### src/rtl/reg_list_xfer.sv
`default_nettype none
// ============================================================================
// Module   : reg_list_xfer
// Brief    : Multi-cycle PUSH/POP register-list transfer engine between the
//            decoder, register file and data memory. Optional PC pop is
//            enabled by defining REG_LIST_XFER_PC_POP_EN.
// Revision : 1.0 - initial release
// ============================================================================
module reg_list_xfer #(
    parameter int LIST_W = 9
) (
    input  logic              clk,
    input  logic              rst,
    input  logic              start,
    input  logic              op,
    input  logic [LIST_W-1:0] reg_list,
    output logic              busy,
    output logic              done,
    output logic [3:0]        rf_read_addr,
    input  logic [31:0]       rf_read_data,
    output logic [3:0]        rf_write_addr,
    output logic [31:0]       rf_write_data,
    output logic              rf_write_enable,
    output logic              mem_req,
    output logic              mem_write,
    output logic [31:0]       mem_addr,
    output logic [31:0]       mem_wdata,
    input  logic              mem_ready,
    input  logic [31:0]       mem_rdata,
    output logic              pc_load,
    output logic [31:0]       pc_value
);

    localparam logic [3:0] C_SP_ADDR = 4'd13;
    localparam logic [3:0] C_LR_ADDR = 4'd14;
    localparam logic [3:0] C_HI_IDX  = 4'(LIST_W - 1);

    typedef enum logic [2:0] {
        S_IDLE    = 3'd0,
        S_SP_READ = 3'd1,
        S_XFER    = 3'd2,
        S_SP_WB   = 3'd3,
        S_DONE    = 3'd4
    } state_t;

    state_t             state_q, state_d;
    logic               op_q, op_d;
    logic [LIST_W-1:0]  list_q, list_d;
    logic [3:0]         idx_q, idx_d;
    logic [31:0]        ptr_q, ptr_d;
    logic [31:0]        new_sp_q, new_sp_d;
`ifdef REG_LIST_XFER_PC_POP_EN
    logic [31:0]        pc_value_q, pc_value_d;
    logic               pc_pop_q, pc_pop_d;
`endif

    logic [3:0]         w_count;
    logic [3:0]         w_first;
    logic [3:0]         w_next;
    logic               w_has_next;
    logic [31:0]        w_sp;
    logic [31:0]        w_span;

    // Population count plus lowest set bit and next set bit above idx_q.
    always_comb begin
        w_count    = '0;
        w_first    = '0;
        w_next     = '0;
        w_has_next = 1'b0;
        for (int i = LIST_W - 1; i >= 0; i--) begin
            if (list_q[i]) begin
                w_count = w_count + 4'd1;
                w_first = 4'(i);
                if (i > int'(idx_q)) begin
                    w_next     = 4'(i);
                    w_has_next = 1'b1;
                end
            end
        end
    end

    assign w_sp   = {rf_read_data[31:2], 2'b00};
    assign w_span = {26'd0, w_count, 2'b00};

    always_ff @(posedge clk or posedge rst) begin
        if (rst) begin
            state_q    <= S_IDLE;
            op_q       <= 1'b0;
            list_q     <= '0;
            idx_q      <= '0;
            ptr_q      <= '0;
            new_sp_q   <= '0;
`ifdef REG_LIST_XFER_PC_POP_EN
            pc_value_q <= '0;
            pc_pop_q   <= 1'b0;
`endif
        end else begin
            state_q    <= state_d;
            op_q       <= op_d;
            list_q     <= list_d;
            idx_q      <= idx_d;
            ptr_q      <= ptr_d;
            new_sp_q   <= new_sp_d;
`ifdef REG_LIST_XFER_PC_POP_EN
            pc_value_q <= pc_value_d;
            pc_pop_q   <= pc_pop_d;
`endif
        end
    end

    always_comb begin
        state_d         = state_q;
        op_d            = op_q;
        list_d          = list_q;
        idx_d           = idx_q;
        ptr_d           = ptr_q;
        new_sp_d        = new_sp_q;
`ifdef REG_LIST_XFER_PC_POP_EN
        pc_value_d      = pc_value_q;
        pc_pop_d        = pc_pop_q;
`endif
        busy            = (state_q != S_IDLE);
        done            = 1'b0;
        rf_read_addr    = '0;
        rf_write_addr   = '0;
        rf_write_data   = '0;
        rf_write_enable = 1'b0;
        mem_req         = 1'b0;
        mem_write       = 1'b0;
        mem_addr        = '0;
        mem_wdata       = '0;

        unique case (state_q)
            S_IDLE: begin
                if (start) begin
                    op_d   = op;
                    list_d = reg_list;
`ifdef REG_LIST_XFER_PC_POP_EN
                    pc_pop_d = 1'b0;
`else
                    // Without PC pop support the top bit is dropped for POP.
                    if (op) begin
                        list_d[LIST_W-1] = 1'b0;
                    end
`endif
                    state_d = S_SP_READ;
                end
            end
            S_SP_READ: begin
                rf_read_addr = C_SP_ADDR;
                ptr_d        = op_q ? w_sp : w_sp - w_span;
                new_sp_d     = op_q ? w_sp + w_span : w_sp - w_span;
                idx_d        = w_first;
                state_d      = (w_count == 4'd0) ? S_DONE : S_XFER;
            end
            S_XFER: begin
                mem_req   = 1'b1;
                mem_write = ~op_q;
                mem_addr  = ptr_q;
                if (!op_q) begin
                    rf_read_addr = (idx_q == C_HI_IDX) ? C_LR_ADDR : idx_q;
                    mem_wdata    = rf_read_data;
                end else if (idx_q != C_HI_IDX) begin
                    rf_write_enable = mem_ready;
                    rf_write_addr   = idx_q;
                    rf_write_data   = mem_rdata;
                end
                if (mem_ready) begin
                    ptr_d = ptr_q + 32'd4;
                    idx_d = w_next;
`ifdef REG_LIST_XFER_PC_POP_EN
                    if (op_q && (idx_q == C_HI_IDX)) begin
                        pc_value_d = {mem_rdata[31:1], 1'b0};
                        pc_pop_d   = 1'b1;
                    end
`endif
                    if (!w_has_next) begin
                        state_d = S_SP_WB;
                    end
                end
            end
            S_SP_WB: begin
                rf_write_addr   = C_SP_ADDR;
                rf_write_data   = new_sp_q;
                rf_write_enable = 1'b1;
                state_d         = S_DONE;
            end
            S_DONE: begin
                done    = 1'b1;
                state_d = S_IDLE;
            end
            default: state_d = S_IDLE;
        endcase
    end

`ifdef REG_LIST_XFER_PC_POP_EN
    assign pc_load  = (state_q == S_DONE) && pc_pop_q;
    assign pc_value = pc_value_q;
`else
    assign pc_load  = 1'b0;
    assign pc_value = '0;
`endif

endmodule
`default_nettype wire

### config.mk
export PLATFORM = sky130hd
export DESIGN_NAME = reg_list_xfer
export DESIGN_NICKNAME = d
export VERILOG_FILES = /design/src/rtl/reg_list_xfer.sv
export SDC_FILE = /design/constraint.sdc
export NUM_CORES = 1
export LEC_CHECK = 0
export BUFFER_PORTS_ARGS = -buffer_cell sky130_fd_sc_hd__buf_2
export CORE_MARGIN = 2
export CORE_UTILIZATION = 50
export DETAILED_ROUTE_END_ITERATION = 16
export GPL_TIMING_DRIVEN = 0
export PLACE_DENSITY = 0.77
export SLEW_MARGIN = 20
export SYNTH_ARGS = -nofsm -noshare
export SYNTH_HDL_FRONTEND = slang
export SYNTH_SLANG_ARGS = --single-unit
### constraint.sdc
create_clock -name clk -period 19.2 [get_ports clk]
set_clock_uncertainty 0.05 [all_clocks]
set_input_delay 1.92 -clock clk [delete_from_list [all_inputs] [get_ports clk]]
set_output_delay 1.92 -clock clk [all_outputs]
set_load 0.03 [all_outputs]
==> impl_metrics.toml <==
[sta]
finalCriticalPeriod_ps = 7440
hold_violations = 0
relSlewSlack = 0.226
setup_tns_ps = 0
grt_setup_unrepaired = "no"
fmax_mhz = 134
slew_viol_final = 0
worst_pin_slew_ps = 1150
finalSetupViolCount = 0
fin_crit_sh = 0.387

[placement]
dp_hpwl_um = 17400
portBuffers = 171
placed_area_sq_um = 8250
gp_congestion = 0.974

[finish]
antenna_cells = 0
final_cell_mix = "buf_2 (173), nand2_1 (101), dfrtp_1 (77)"
utilization = 0.623
drive_gt1_frac = 0.233
final_cell_area_sq_um = 8580
nFillCells = 1259
syn_to_final_growth_pct = 22.2
fin_nets = 1210
seqCellArea_sq_um = 1930
final_common_cell = "buf_2"
multi_input_area_sq_um = 4550

[grt]
antenna_found_initial = 0
grt_overflow = 0
grt_pass1_vias = 6614
track_usage = 0.301
grt_pass1_wl_um = 34900
grt_max_degree = 40

[die]
dieArea_sq_um = 15000
rows = 43
die_w_um = 123
num_io_pins = 220
start_util = 0.510
core_sq_um = 13800
die_y_um = 123

[setup_path]
cp_max_fo = 9
crit_required_ps = 19360
crit_arrival_ps = 7600
worst_path_largest_cell_delay_ps = 810
cp_slowest_cell = "nor4b_2"
worstSetupPathType = "register to register"
cpMostUsedCell = "ha_1"
cp-end-kind = "register"
start_kind = "register"

[detailed_routing]
first_pass_iters = 5
wl_per_cell_um = 17.4
num_vias = 7407
drtIter0Drc = 786
wl_um = 22600
ant_nets = 0
post-route-drc-count = 0
viasPerCell = 5.72

[yosys]
ys_seq_area_frac = 0.274
synth.cell_area_sq_um = 7020
postSynthRegisterBits = 77
synthArstFlopShare = 1.00
synth_warnings = 0
synth_edf_count = 0
yosysUniqueCellTypes = 72
synth_ff_type = "dfrtp_1"
syn_inst = 894
synth_area_per_cell_sq_um = 7.86

[cts]
holdBufCountCts = 0
cts_root_buffer = "clkbuf_16"
clk_latency_ps = 340
numCtsBuffers = 9
cts_tree = "done"
htreeDepth = 3
post_cts_resized = 0
post_cts.repair.setup_buffers = 0
clk_pin_slew_ps = 60
clock_sinks = 77
cts.path.max_buffers = 2

[flow_run]
drv_cap = 0

[min_path]
hold_class = "register to register"

[status]
run_status = "finished, final reports clean"
==> cells by family (layout without fill, tap and decap cells) <==
logic type / count (synthesis) / in the layout / share of synthesized area
other: 1 / 35 / 0.000534
DFF: 77 / 77 / 0.274
muxes: 8 / 8 / 0.0128
buffers and inverters: 133 / 321 / 0.0966
adders and majority gates: 21 / 21 / 0.0396
AOI/OAI and AO/OA: 239 / 239 / 0.223
and+or+nand+nor: 343 / 343 / 0.253
xor gates and xnor gates: 72 / 72 / 0.0998
==> metal layers <==
layer | up-vias | GRT usage | share of wire
met4 | 0 | 0.0898 | 0.025
li1 | 3517 | - | -
met2 | 385 | 0.459 | 0.45
met3 | 37 | 0.0558 | 0.087
met1 | 3468 | 0.434 | 0.44
met5 | - | 0 | 0
==> state kept, by name, summed over array words and instances, names as in the netlist <==
signal / count
new_sp_q: 30
list_q: 9
state_q: 3
ptr_q: 30
idx_q: 4
op_q: 1
==> worst paths after layout <==
check	startpoint	to	slack, ps	depth (start not counted)
setup / recovery	list_q[7]	new_sp_q[29]	11760	31
hold / removal	new_sp_q[25]	new_sp_q[25]	440	2
setup reg to reg	list_q[7]	new_sp_q[29]	11760	31
hold reg to reg	new_sp_q[25]	new_sp_q[25]	440	2
max in group asynchronous	rst	new_sp_q[22]	16960	3
min in group asynchronous	rst	idx_q[2]	1560	2
==> stage by stage <==
step	hold WS, ps	std cells	worst slack, ps
after floorplan	400	928	12890
after global placement	419	1279	12210
after detailed placement	427	1280	11960
after CTS	441	1296	11890
after global routing	471	1296	11270
final	437	1296	11760
==> area by class of cell <==
cell class	count	share of cell area
inverters	31	0.0139
well taps	180	0.0263
clock buffers	11	0.0283
repair buffers	172	0.102
flip-flops and latches	77	0.225
clock inverters	5	0.00963
multi-input cells	718	0.530
plain buffers	102	0.0655
==> cell usage after synthesis, types with 6 or more instances <==
| cell type | count | area [sq um] |
|---|---|---|
| a22oi_1 | 8 | 60.1 |
| inv_1 | 31 | 116 |
| a211oi_1 | 7 | 52.6 |
| a21oi_1 | 60 | 300 |
| o22a_1 | 6 | 52.6 |
| o21ai_0 | 51 | 255 |
| xor2_1 | 41 | 359 |
| xnor2_1 | 26 | 228 |
| mux2_2 | 8 | 90.1 |
| ha_1 | 19 | 238 |
| and3_1 | 13 | 81.3 |
| and2_1 | 57 | 357 |
| a31oi_1 | 16 | 100 |
| a22o_1 | 30 | 263 |
| nand2_1 | 101 | 379 |
| nor3_1 | 29 | 145 |
| nor2_1 | 62 | 233 |
| or3_1 | 7 | 43.8 |
| buf_4 | 41 | 308 |
| nand2b_1 | 6 | 37.5 |
| dfrtp_1 | 77 | 1930 |
| nor4_1 | 6 | 37.5 |
| o22ai_1 | 10 | 62.6 |
| nor2b_1 | 6 | 37.5 |
| a21o_1 | 7 | 52.6 |
| clkbuf_1 | 54 | 203 |
| nand4_1 | 8 | 50.1 |
| nand3_1 | 16 | 80.1 |
| a32oi_1 | 7 | 61.3 |
==> critical path, delay by kind of cell, from the launching register on <==
family          cells  cell delay (ps)
compound gates      7             1110
mux                 1              270
fa+ha+maj           8             2580
flops               1              450
simple gates       10             2100
xor+xnor            2              430
buf+inv             3              310
Power is left out: the tool's default activity adds up to more than one toggle a clock period on the data nets, which glitch-free logic cannot reach.
